## config.mk

```make
export PLATFORM = sky130hd
export DESIGN_NAME = load_store_unit
export DESIGN_NICKNAME = d
export VERILOG_FILES = /design/src/rtl/load_store_unit.sv
export SDC_FILE = /design/constraint.sdc
export NUM_CORES = 1
export LEC_CHECK = 0
export BUFFER_PORTS_ARGS = -buffer_cell sky130_fd_sc_hd__buf_2
export CAP_MARGIN = 20
export CORE_ASPECT_RATIO = 0.75
export CORE_MARGIN = 3
export CORE_UTILIZATION = 49
export CTS_CLUSTER_DIAMETER = 200
export CTS_CLUSTER_SIZE = 40
export DETAILED_ROUTE_END_ITERATION = 16
export PLACE_DENSITY = 0.84
export SYNTH_ARGS = -nofsm -noshare
export SYNTH_HDL_FRONTEND = slang
export SYNTH_SLANG_ARGS = --single-unit
```

## constraint.sdc

```tcl
create_clock -name clk -period 3.1 [get_ports clk]
set_input_delay 0.62 -clock clk [delete_from_list [all_inputs] [get_ports clk]]
set_output_delay 0.62 -clock clk [all_outputs]
set_load 0.1 [all_outputs]
```

## src/rtl/load_store_unit.sv

```systemverilog
// Memory-stage load/store unit: validates size/alignment, runs one word-addressed
// memory handshake with a bounded ack wait, and returns extended load data.
module load_store_unit #(
  parameter int unsigned TIMEOUT = 255
) (
  input  logic        clk,
  input  logic        rst,
  input  logic        req,
  input  logic        we,
  input  logic [2:0]  funct3,
  input  logic [31:0] addr,
  input  logic [31:0] wdata,
  output logic [31:0] rdata,
  output logic        done,
  output logic        err,
  output logic [1:0]  err_cause,
  output logic        busy,
  output logic        mem_req,
  output logic        mem_we,
  output logic [31:0] mem_addr,
  output logic [3:0]  mem_wmask,
  output logic [31:0] mem_wdata,
  input  logic [31:0] mem_rdata,
  input  logic        mem_ack
);

  typedef enum logic [1:0] {S_IDLE = 2'b00, S_ACCESS = 2'b01, S_DONE = 2'b10} state_t;

  localparam logic [15:0] TO_LAST = 16'(TIMEOUT - 1);

  state_t      state_r, state_s;
  logic [15:0] cnt_r, cnt_s;
  logic [2:0]  f3_r, f3_s;
  logic [1:0]  off_r, off_s;
  logic [31:0] rdata_r, rdata_s, mem_addr_r, mem_addr_s, mem_wdata_r, mem_wdata_s;
  logic        done_r, done_s, err_r, err_s, busy_r, busy_s;
  logic        mem_req_r, mem_req_s, mem_we_r, mem_we_s;
  logic [1:0]  cause_r, cause_s;
  logic [3:0]  mem_wmask_r, mem_wmask_s;
  logic        illegal_s, misaligned_s;
  logic [31:0] shifted_s, load_val_s;

  // Request legality: stores allow only B/H/W, loads additionally BU/HU.
  always_comb begin
    illegal_s    = 1'b0;
    misaligned_s = 1'b0;
    if (we) begin
      illegal_s = funct3[2] || (funct3 == 3'b011);
    end else begin
      illegal_s = (funct3 == 3'b011) || (funct3 == 3'b110) || (funct3 == 3'b111);
    end
    case (funct3[1:0])
      2'b01:   misaligned_s = addr[0];
      2'b10:   misaligned_s = (addr[1:0] != 2'b00);
      default: misaligned_s = 1'b0;
    endcase
  end

  // Load lane extraction and sign/zero extension from the captured size/offset.
  always_comb begin
    shifted_s = mem_rdata >> {off_r, 3'b000};
    case (f3_r)
      3'b000:  load_val_s = {{24{shifted_s[7]}}, shifted_s[7:0]};
      3'b001:  load_val_s = {{16{shifted_s[15]}}, shifted_s[15:0]};
      3'b010:  load_val_s = mem_rdata;
      3'b100:  load_val_s = {24'h000000, shifted_s[7:0]};
      3'b101:  load_val_s = {16'h0000, shifted_s[15:0]};
      default: load_val_s = 32'h0000_0000;
    endcase
  end

  // Next-state and next-output logic; every output is registered from these.
  always_comb begin
    state_s     = state_r;
    cnt_s       = cnt_r;
    f3_s        = f3_r;
    off_s       = off_r;
    rdata_s     = rdata_r;
    done_s      = 1'b0;
    err_s       = err_r;
    cause_s     = cause_r;
    mem_req_s   = mem_req_r;
    mem_we_s    = mem_we_r;
    mem_addr_s  = mem_addr_r;
    mem_wmask_s = mem_wmask_r;
    mem_wdata_s = mem_wdata_r;
    case (state_r)
      S_IDLE: begin
        if (req) begin
          if (illegal_s || misaligned_s) begin
            state_s = S_DONE;
            done_s  = 1'b1;
            err_s   = 1'b1;
            cause_s = illegal_s ? 2'b10 : 2'b01;
            rdata_s = 32'h0000_0000;
          end else begin
            state_s    = S_ACCESS;
            cnt_s      = 16'h0000;
            f3_s       = funct3;
            off_s      = addr[1:0];
            rdata_s    = 32'h0000_0000;
            err_s      = 1'b0;
            cause_s    = 2'b00;
            mem_req_s  = 1'b1;
            mem_we_s   = we;
            mem_addr_s = {addr[31:2], 2'b00};
            case (funct3[1:0])
              2'b00: begin
                mem_wmask_s = we ? (4'b0001 << addr[1:0]) : 4'b0000;
                mem_wdata_s = {4{wdata[7:0]}};
              end
              2'b01: begin
                mem_wmask_s = we ? (4'b0011 << addr[1:0]) : 4'b0000;
                mem_wdata_s = {2{wdata[15:0]}};
              end
              default: begin
                mem_wmask_s = we ? 4'b1111 : 4'b0000;
                mem_wdata_s = wdata;
              end
            endcase
          end
        end else begin
          state_s = S_IDLE;
        end
      end
      S_ACCESS: begin
        if (mem_ack || (cnt_r == TO_LAST)) begin
          state_s     = S_DONE;
          done_s      = 1'b1;
          err_s       = !mem_ack;
          cause_s     = mem_ack ? 2'b00 : 2'b11;
          rdata_s     = (mem_ack && !mem_we_r) ? load_val_s : 32'h0000_0000;
          mem_req_s   = 1'b0;
          mem_we_s    = 1'b0;
          mem_addr_s  = 32'h0000_0000;
          mem_wmask_s = 4'b0000;
          mem_wdata_s = 32'h0000_0000;
        end else begin
          cnt_s = cnt_r + 16'h0001;
        end
      end
      S_DONE:  state_s = S_IDLE;
      default: state_s = S_IDLE;
    endcase
    busy_s = (state_s != S_IDLE);
  end

  // State and output registers with synchronous reset.
  always_ff @(posedge clk) begin
    if (rst) begin
      state_r     <= S_IDLE;
      cnt_r       <= 16'h0000;
      f3_r        <= 3'b000;
      off_r       <= 2'b00;
      rdata_r     <= 32'h0000_0000;
      done_r      <= 1'b0;
      err_r       <= 1'b0;
      cause_r     <= 2'b00;
      busy_r      <= 1'b0;
      mem_req_r   <= 1'b0;
      mem_we_r    <= 1'b0;
      mem_addr_r  <= 32'h0000_0000;
      mem_wmask_r <= 4'b0000;
      mem_wdata_r <= 32'h0000_0000;
    end else begin
      state_r     <= state_s;
      cnt_r       <= cnt_s;
      f3_r        <= f3_s;
      off_r       <= off_s;
      rdata_r     <= rdata_s;
      done_r      <= done_s;
      err_r       <= err_s;
      cause_r     <= cause_s;
      busy_r      <= busy_s;
      mem_req_r   <= mem_req_s;
      mem_we_r    <= mem_we_s;
      mem_addr_r  <= mem_addr_s;
      mem_wmask_r <= mem_wmask_s;
      mem_wdata_r <= mem_wdata_s;
    end
  end

  assign rdata     = rdata_r;
  assign done      = done_r;
  assign err       = err_r;
  assign err_cause = cause_r;
  assign busy      = busy_r;
  assign mem_req   = mem_req_r;
  assign mem_we    = mem_we_r;
  assign mem_addr  = mem_addr_r;
  assign mem_wmask = mem_wmask_r;
  assign mem_wdata = mem_wdata_r;

endmodule

```

* After elaboration in Yosys (flattened, before gate mapping)
Cells that the tools add are included.
** Operators by class
- Bitwise logic cells :: 1
- Add/sub/neg operators :: 1
- Shift-type cells :: 3
- Multiplexer cells :: 51
- Equality and inequality tests :: 15
- Reduce and logical (&&, ||, !) cells :: 18
** Operators with widths (count)
- 32-bit 2-to-1 mux :: 8
- 32-bit one-hot mux with 2 select lines :: 4
- 32-bit one-hot mux with 5 select lines :: 1
- 16-bit 2-to-1 mux :: 3
- 16-bit one-hot mux with 2 select lines :: 1
- 32-bit by 5-bit right shift with 16-bit output :: 1
- 4-bit 2-to-1 mux :: 6
- 16-bit by 1-bit adder with 16-bit output, second input constant :: 1
- 16-bit by 8-bit == test with 1-bit output, second input constant :: 1
- 2-bit 2-to-1 mux :: 8
- 4-bit one-hot mux with 2 select lines :: 2
- 3-bit == test, second input constant :: 4
- 1-bit 2-to-1 mux :: 11
- 1-bit one-hot mux with 2 select lines :: 5
- 2-bit inequality test, second input constant :: 4
- 2-bit one-hot mux with 2 select lines :: 2
- 4-bit AND reduction :: 2
- 3-bit by 2-bit == test with 1-bit output, second input constant :: 2
- 3-bit AND reduction :: 2
- 2-bit nonzero test :: 3
- 1-bit logical OR :: 5
- 2-bit by 1-bit == test with 1-bit output, second input constant :: 2
- 2-bit logical NOT :: 2
- 1-bit by 2-bit left shift with 4-bit output, first input constant :: 1
- 7 further kinds :: 8
** Word-level totals
- Output and inout port bits :: 107
- Register bits :: 130
- Word-level logic and storage cells :: 103

* Logic depth before layout (Yosys ltp)
Gate-level depths: netlist of the first run.
- Word-level depth :: 9
- Mapped depth :: 11
- Mapped depth without buffers :: 7

* Least setup slack after synthesis of the first run
No wires, ideal clock.
- Path type :: input-to-reg
- Start :: in funct3[1]
- End :: reg mem_we_r, in the netlist mem_we
- Setup time :: 0.063 ns
- Data required time :: 3.037 ns
- Data arrival time :: 2.545 ns
- Stages on the path :: 11
- Path slack :: 0.492 ns
- Path buffers :: 4
- Path through :: clkbuf_1 inv_1 ha_1 clkbuf_1 nand2_1 a21boi_1 nand2b_1 nor4bb_1 clkbuf_1 clkbuf_1 a22o_1
** On the way
- Longest elaborated chain between the ends :: 7
** RTL lines
- start: declaration :: line 10 : input logic [2:0] funct3,
- 3-bit by 2-bit == test with 1-bit output / 3-bit == test (equally long branches) :: line 48, 50
- 1-bit logical OR (2 in series) :: line 50 : illegal_s = (funct3 == 3'b011) || (funct3 == 3'b110) || (funct3 == 3'b111);
- 1-bit 2-to-1 mux :: line 47 : if (we) begin
- 1-bit logical OR (*) :: line 90 : if (illegal_s || misaligned_s) begin
- 2-bit inequality test (no source line) (*)
- 4-bit AND reduction (no source line) (*)
- end signal: assignment :: line 176 : mem_we_r <= mem_we_s;
- end: declaration :: line 37 : logic mem_req_r, mem_req_s, mem_we_r, mem_we_s;
Every way passes the cells marked *; elsewhere a longest branch is shown, timed or not.
A chain may end at the register's enable or synchronous reset.

* Final worst setup path of the first run
- Start :: reg cnt_r[0]
- End :: reg mem_wdata_r[19], in the netlist mem_wdata[19]
** On the way
- Longest elaborated chain between the ends :: 4
** RTL lines
- start: declaration :: line 32 : logic [15:0] cnt_r, cnt_s;
- start signal: assignment :: line 167 : cnt_r <= cnt_s;
- 16-bit by 8-bit == test with 1-bit output :: line 127 : if (mem_ack || (cnt_r == TO_LAST)) begin
- 1-bit logical OR :: line 127
- 2-bit inequality test (no source line)
- 4-bit AND reduction (no source line)
- end signal: assignment :: line 179 : mem_wdata_r <= mem_wdata_s;
- end: declaration :: line 35 : logic [31:0] rdata_r, rdata_s, mem_addr_r, mem_addr_s, mem_wdata_r, mem_wdata_s;
Every way passes these cells.

==> results by group, run 1 <==
Floorplan
  • # rows: 32
  • I/O pins: ~210
  • Die height: 97.8 µm
  • Starting Density: 0.519
  • Core Area: 10600 µm²
  • Die area: about 13000 µm²
  • Chip Width: between 100 and 150 µm

Global route
  • Total GRT Usage: 0.272
  • Grt total ovfl: 0
  • Initial antenna violation count: 0
  • Vias in the first global route: ~5400
  • Largest net degree at the start of global routing: 46
  • First-pass GRT wire length: around 28000 µm

Power and ir drop
  • Pint: ~3.3 mW
  • PwrDens: roughly 680 nW/µm²
  • Switching Share: 0.340
  • Leak Pwr: approximately 3.3 nW
  • Max IR drop VDD: between 0.0004 and 0.0005 V
  • Combinational share of power: 0.216
  • Switching power total: ~1.7 mW
  • Clk pwr share: 0.423
  • Share of power burned in registers: 0.361

Synthesis
  • Synth top area share: 0.465
  • Commonest cells post-synth: 128 x dfxtp_1, 62 x a21oi_1, 48 x a22o_1
  • Synthesized cell area: approximately 5500 µm²
  • FF+latch count, synth: between 100 and 150
  • Main synth FF type: dfxtp_1
  • Area leader, netlist: dfxtp_1
  • FFs w/ async S/R, synth: 0
  • Average size of a mapped cell: between 9 and 10 µm²
  • Cells after Synth: 590
  • Count leader, synth: dfxtp_1
  • Netlist cell types: slightly below 60
  • Yosys warns: 0
  • Top cells by area, synth: dfxtp_1 47%, a22o_1 7.6%, a21oi_1 5.6%
  • Sequential area share after synthesis: 0.465
  • EDFF count, synth: 0

Setup path
  • R2r worst-path depth: 9
  • Worst-path maximum fanout: 45
  • Worst r2r src: cnt_r[0]$_SDFFE_PP0P_
  • Reg-to-reg slack, setup: 0.66 ns
  • WP data arrival: 2.78 ns
  • Startpoint Class: register
  • Critical path capture point type: register
  • Req. time, crit path: 3.45 ns
  • Reg-to-Reg End: mem_wdata[19]$_SDFFE_PP0P_
  • Crit Path Category: reg2reg

Clock tree
  • Setup bufs post-CTS: 0
  • CTS H-Tree Depth: 4
  • Post-CTS Hold Fix Bufs: 0
  • Clk pin slew, worst setup/hold paths: 0.07 ns
  • Skew-Pair Late Insertion Delay: about 0.42 ns
  • CTS sink cnt: ~130
  • Clock buffer depth: 2
  • Root buffer cell: clkbuf_16
  • CTS tree: yes
  • Post-CTS sizing: 0
  • Cts bufs inserted: 17

STA
  • Unrepaired setup endpoints after global routing: false
  • Final period utilization: 0.786
  • Least-Margin Pin Slew: about 1.0 ns
  • Slew headroom: 0.302
  • Hold violation count in the final report: 0
  • TNS Setup: 0 ns
  • Fin crit period: around 2.4 ns
  • Post-Route Skew: between 0.015 and 0.02 ns
  • Final setup viols: 0
  • Highest Clock Rate: 0.410 GHz
  • Fin. max-slew vios: 0

Drt
  • Post-Route WL: 17000 µm
  • Routed length per instance: about 18 µm
  • Router iterations before antenna repair: 6
  • Antenna Violating Nets Remaining: 0
  • Vias: 5447
  • Starting DRC count in detailed routing: ~460
  • Drt drc: 0
  • Vias/cell: 5.84

Finish
  • Fin cells: just over 900
  • Final Core Density: 0.686
  • P&R area growth vs syn: 32.3%
  • Final nets: about 900
  • Antenna cells: 0
  • Layout cells sized above 1: 0.338

Hold path
  • Hold path endpoint: mem_addr[26]$_SDFFE_PP0P_
  • Hold path start: addr[26]
  • Worst hold stages: 2
  • Worst min-delay path class: in2reg

Placement
  • Port Buf Inserts: 208
  • Placed insts: 900
  • HPWL after detailed placement: around 12000 µm
  • Final weighted congestion in routability-driven placement: around 0.93

Outcome
  • Status: finished clean

Job
  • Total of max-cap violations: 0
-- layout make-up --
type / count / area (µm²)
Clock buffer: 17 / 425
Clock inverter: 15 / 198
Fill cell: 783 / 3330
Inverter: 6 / 22.5
Multi-Input combinational cell: 405 / 2720
Sequential cell: 128 / 2560
Tap cell: 136 / 170
Timing Repair Buffer: 225 / 1180
-- state kept, by name (all words and copies together), names as in the netlist --
| name | count |
|---|---|
| busy | 1 |
| cnt_r | 16 |
| done | 1 |
| err | 1 |
| err_cause | 2 |
| f3_r | 3 |
| mem_addr | 30 |
| mem_req | 1 |
| mem_wdata | 32 |
| mem_we | 1 |
| mem_wmask | 4 |
| off_r | 2 |
| rdata | 32 |
| state_r | 2 |
-- how the worst max path moves through the flow --
stage                          start                          to  slack [ns]  cells after the start
2_1_floorplan              funct3[1]         mem_we$_SDFFE_PP0P_        0.49                     11
3_3_place_gp                 addr[1]  mem_wdata[26]$_SDFFE_PP0P_        0.15                      9
3_5_place_dp               funct3[0]   mem_wmask[3]$_SDFFE_PP0P_        0.45                      9
4_1_cts        cnt_r[0]$_SDFFE_PP0P_  mem_wdata[19]$_SDFFE_PP0P_        0.68                      9
5_1_grt        state_r[0]$_SDFF_PP0_      rdata[11]$_SDFFE_PP0P_        0.49                      5
6_report       cnt_r[0]$_SDFFE_PP0P_  mem_wdata[19]$_SDFFE_PP0P_        0.66                      9
-- layout by cell type (no fill, tap or decap), types with 3 or more instances in the layout --
cell type / netlist / layout
and3_1: 3 / 3
a22oi_1: 9 / 9
inv_1: 6 / 6
nor3_1: 5 / 5
nor2b_1: 9 / 9
clkbuf_16: 0 / 17
a22o_1: 48 / 48
nand2_1: 40 / 40
a211oi_1: 17 / 17
ha_1: 10 / 10
clkinv_4: 0 / 4
nand2b_1: 7 / 7
nand4_1: 8 / 8
bufinv_16: 0 / 3
o2bb2ai_1: 24 / 24
buf_2: 3 / 208
a21oi_1: 62 / 62
buf_4: 3 / 16
o21a_1: 3 / 3
dfxtp_1: 128 / 128
or3_1: 3 / 3
nor3b_1: 10 / 9
inv_8: 0 / 3
o21ai_1: 3 / 3
nor2_1: 38 / 38
inv_6: 0 / 3
xor2_1: 10 / 10
mux2i_1: 13 / 13
nand3_1: 10 / 10
o221ai_1: 7 / 7
o21ai_0: 27 / 27
-- cell families (layout without fill, tap and decap cells) --
group                      count (synthesis)  in the layout  synth area share
muxes                                     15             15            0.0277
DFF                                      128            128             0.465
other                                      1              2          0.000681
buffers and inverters                     58            263            0.0450
xor gates and xnor gates                  12             12            0.0191
AOI/OAI and AO/OA                        214            214             0.272
and+or+nand+nor                          152            152             0.147
adders and majority gates                 10             10            0.0227
-- routing by layer --
layer | global-route usage | share of wire | vias to the layer above
li1 | - | - | 2562
met1 | 0.362 | 0.41 | 2553
met2 | 0.423 | 0.47 | 294
met3 | 0.0804 | 0.091 | 38
met4 | 0.0954 | 0.024 | 0
met5 | 0 | 0 | -
-- metrics by stage --
step / worst slack, ns / hold WS, ns / total power [mW] / area, µm²
2_1_floorplan: 0.492 / 0.469 / 2.62 / 5510
3_3_place_gp: 0.153 / 0.430 / 2.85 / 6640
3_5_place_dp: 0.445 / 0.441 / 2.87 / 6660
4_1_cts: 0.680 / 0.391 / 4.96 / 7280
5_1_grt: 0.485 / 0.382 / 5.10 / 7280
6_report: 0.664 / 0.402 / 4.95 / 7280
-- power groups by stage --
stage / registers [mW] / clock network, mW / logic [mW]
after CTS: 1.78 / 2.11 / 1.06
after global routing: 1.79 / 2.19 / 1.12
after floorplan: 2.29 / 0 / 0.327
final: 1.78 / 2.09 / 1.07
after detailed placement: 1.81 / 0 / 1.06
after global placement: 1.81 / 0 / 1.03
-- critical path: stages, from the launching register on --
cell       delay, ns
dfxtp_1         0.37
inv_1           0.09
ha_1            0.19
and3b_1         0.17
and4_1          0.28
o21a_1          0.26
nor2_4          0.38
buf_12          0.27
buf_4           0.20
o2bb2ai_1       0.14
Note: power is estimated with default switching activity, not from simulation.
==> run 2: changes to the inputs <==
--- a/config.mk
+++ b/config.mk
@@ -5,15 +5,16 @@
 export SDC_FILE = /design/constraint.sdc
 export NUM_CORES = 1
 export LEC_CHECK = 0
+export ABC_AREA = 1
 export BUFFER_PORTS_ARGS = -buffer_cell sky130_fd_sc_hd__buf_2
 export CAP_MARGIN = 20
 export CORE_ASPECT_RATIO = 0.75
 export CORE_MARGIN = 3
-export CORE_UTILIZATION = 49
+export CORE_UTILIZATION = 47
 export CTS_CLUSTER_DIAMETER = 200
 export CTS_CLUSTER_SIZE = 40
 export DETAILED_ROUTE_END_ITERATION = 16
-export PLACE_DENSITY = 0.84
+export PLACE_DENSITY = 0.82
 export SYNTH_ARGS = -nofsm -noshare
 export SYNTH_HDL_FRONTEND = slang
 export SYNTH_SLANG_ARGS = --single-unit
==> constraint.sdc (replaced) <==
create_clock -name clk -period 2.17 [get_ports clk]
set_input_delay 0.434 -clock clk [delete_from_list [all_inputs] [get_ports clk]]
set_output_delay 0.434 -clock clk [all_outputs]
set_load 0.1 [all_outputs]
==> run 2 against run 1 <==
Against the previous run:
- critical path depth increased by 2
- power increased by 48%
- non-clock buffer count increased by 9
- largest power group unchanged
- clock-buffer cell count increased by 1
- setup slack got worse by 0.34 ns
- via count increased by 33%
- clock power increased by 41%
- highest routed layer unchanged
- die area increased by 24%
- register-to-register slack got worse by 0.34 ns
- sequential share of layout area decreased by 4.7 points
==> results by group, run 2 <==
Global route
  • Largest net degree at the start of global routing: 73
  • Initial antenna violation count: 0
  • Vias in the first global route: 6465
  • GR peak layer: met2
  • M1 GR Usage: 0.361
  • Met2 Usage GRT: 0.378
  • Grt total ovfl: 0
  • Total GRT Usage: 0.249
  • First-pass GRT wire length: between 30000 and 40000 µm
  • Met3 Track Usage GR: 0.0535

Synthesis
  • Adder-cell share of the synthesized area: 0.0189
  • Synth top area share: 0.388
  • Netlist cell types: 35
  • Cells after Synth: ~990
  • Synthesized cell area: 6610 µm²
  • Sequential area share after synthesis: 0.388
  • FFs w/ async S/R, synth: 0
  • Area leader, netlist: dfxtp_1
  • Post-synthesis compound-gate area fraction: 0.158
  • Mux contribution to synthesized area: 0
  • Commonest cells post-synth: 290 x nand2_1, 128 x dfxtp_1, 125 x a21oi_1
  • Main synth FF type: dfxtp_1
  • EDFF count, synth: 0
  • Count leader, synth: nand2_1
  • Top cells by area, synth: dfxtp_1 39%, nand2_1 16%, a21oi_1 9.5%
  • Largest family of logic cells by synthesized area: simple AND/OR/NAND/NOR gates
  • FF+latch count, synth: between 100 and 150
  • Average size of a mapped cell: 6.67 µm²
  • Synth Area in XOR/XNOR: 0.00662
  • Post-Synth Simple-Gate Area: 0.347
  • Yosys warns: 0

Clock tree
  • Skew-Pair Late Insertion Delay: slightly above 0.4 ns
  • Post-CTS Hold Fix Bufs: 0
  • CTS H-Tree Depth: 4
  • Setup bufs post-CTS: 0
  • Clock buffer depth: 2
  • CTS tree: yes
  • Post-CTS sizing: 0
  • Root buffer cell: clkbuf_16
  • Clk pin slew, worst setup/hold paths: roughly 0.06 ns
  • CTS sink cnt: 128
  • Cts bufs inserted: 17

Setup path
  • Worst r2r src: cnt_r[0]$_SDFFE_PP0P_
  • WP data arrival: around 2.1 ns
  • Reg-to-reg slack, setup: ~0.33 ns
  • Crit-path cells: inv_1, ha_1, nand2_1, nor2_4, nand2_4, nand2_1, nand2_2, buf_12, nand2_1, nand2_1, a21oi_1
  • Worst-path maximum fanout: 72
  • Reg-to-Reg End: mem_wdata[25]$_SDFFE_PP0P_
  • Critical path capture point type: register
  • Critical path's largest stage delay: around 0.42 ns
  • Startpoint Class: register
  • Crit Path Category: reg2reg
  • CP max stage cell: dfxtp_1
  • Most used cell, CP: nand2_1
  • Req. time, crit path: ~2.5 ns
  • R2r worst-path depth: 11

Finish
  • Layout cells sized above 1: 0.257
  • P&R area growth vs syn: 27.0%
  • Antenna cells: 0
  • Final nets: 1291
  • FF/Latch Area: about 2600 µm²
  • Fin cells: 1361
  • Post-layout instance area: about 8400 µm²
  • Most frequent cells in the layout: 290 x nand2_1, 207 x buf_2, 128 x dfxtp_1
  • Area of the multi-input gates: about 3500 µm²
  • # fillers: around 1200
  • Commonest non-fill, non-tap cell in the layout: nand2_1

Hold path
  • Hold path start: addr[5]
  • Worst min-delay path class: in2reg
  • Hold path endpoint: mem_addr[5]$_SDFFE_PP0P_
  • Worst hold stages: 3

Floorplan
  • Chip Width: around 140 µm
  • Die area: 15500 µm²
  • Die height: around 110 µm
  • I/O pins: 211
  • # rows: 36
  • Core Area: 13400 µm²
  • Starting Density: 0.494

Drt
  • Post-Route WL: between 20000 and 25000 µm
  • Vias/cell: approximately 5.3
  • Vias: ~7200
  • Starting DRC count in detailed routing: ~800
  • Router iterations before antenna repair: 6
  • Routed length per instance: ~15 µm
  • Antenna Violating Nets Remaining: 0
  • Drt drc: 0

STA
  • Final setup viols: 0
  • Final period utilization: 0.849
  • Post-Route Skew: 0.0128 ns
  • Hold violation count in the final report: 0
  • Highest Clock Rate: around 0.54 GHz
  • Unrepaired setup endpoints after global routing: false
  • Slew headroom: 0.646
  • Fin crit period: roughly 1.8 ns
  • Fin. max-slew vios: 0
  • TNS Setup: 0 ns
  • Least-Margin Pin Slew: roughly 0.53 ns

Placement
  • Dpl cell area: 7790 µm²
  • Final weighted congestion in routability-driven placement: around 0.9
  • Placed insts: ~1300
  • HPWL after detailed placement: approximately 14000 µm
  • Port Buf Inserts: around 210

Power and ir drop
  • Leak Pwr: ~3.8 nW
  • PwrDens: slightly below 900 nW/µm²
  • Max IR drop VDD: 0.000548 V

Outcome
  • Status: finished clean

Job
  • Total of max-cap violations: 0
run 2: worst max-delay path by stage:
stage,slack [ns],end,cells past startpoint,start
after floorplan,0.37,cnt_r[2]$_SDFFE_PP0P_,12,funct3[1]
after global placement,0.17,mem_wdata[14]$_SDFFE_PP0P_,12,funct3[1]
after detailed placement,0.11,mem_wdata[12]$_SDFFE_PP0P_,12,funct3[1]
after CTS,0.36,mem_wdata[25]$_SDFFE_PP0P_,11,cnt_r[0]$_SDFFE_PP0P_
after global routing,0.18,mem_wdata[25]$_SDFFE_PP0P_,11,cnt_r[0]$_SDFFE_PP0P_
final,0.33,mem_wdata[25]$_SDFFE_PP0P_,11,cnt_r[0]$_SDFFE_PP0P_
run 2: critical path, delay by kind of cell, from the launching register on:
family	cells	cell delay, ns
fa+ha+maj	1	0.20
simple gates	7	0.63
buf+inv	2	0.37
flops	1	0.42
compound gates	1	0.07
run 2: metrics by stage:
| stage | setup slack, ns | power, mW | utilization | hold slack (ns) |
|---|---|---|---|---|
| 3_3_place_gp | 0.172 | 4.36 | 0.582 | 0.447 |
| 2_1_floorplan | 0.368 | 3.97 | - | 0.450 |
| 6_report | 0.328 | 7.30 | 0.628 | 0.272 |
| 3_5_place_dp | 0.109 | 4.37 | 0.582 | 0.452 |
| 4_1_cts | 0.358 | 7.33 | 0.628 | 0.252 |
| 5_1_grt | 0.183 | 7.59 | 0.628 | 0.264 |
run 2: per-layer routing:
metal,vias up,share of wire
met2,292,0.44
met1,3309,0.46
met4,0,0.014
li1,3612,-
met5,-,0
met3,23,0.083
run 2: logic make-up (layout without fill, tap and decap cells):
kind of cell	count (synthesis)	after routing
buf+inv	111	309
xor+xnor	5	5
compound gates	196	196
other cells	1	2
fa+ha+maj	10	10
simple gates	540	540
flops	128	128
run 2: report_power, final:
part / leakage (nW) / total, mW / switching, mW / internal, mW
combinational: 2.50 / 1.82 / 1.40 / 0.423
sequential: 1.04 / 2.52 / 0.0608 / 2.46
clock: 0.296 / 2.95 / 1.12 / 1.83
total: 3.84 / 7.30 / 2.59 / 4.71
run 2: cell type report:
type,instances,share of cell area
Clock buffer,18,0.0511
Clock inverter,14,0.0212
Inverter,43,0.0203
Multi-Input combinational cell,753,0.420
Sequential cell,128,0.305
Tap cell,171,0.0255
Timing Repair Buffer,234,0.156
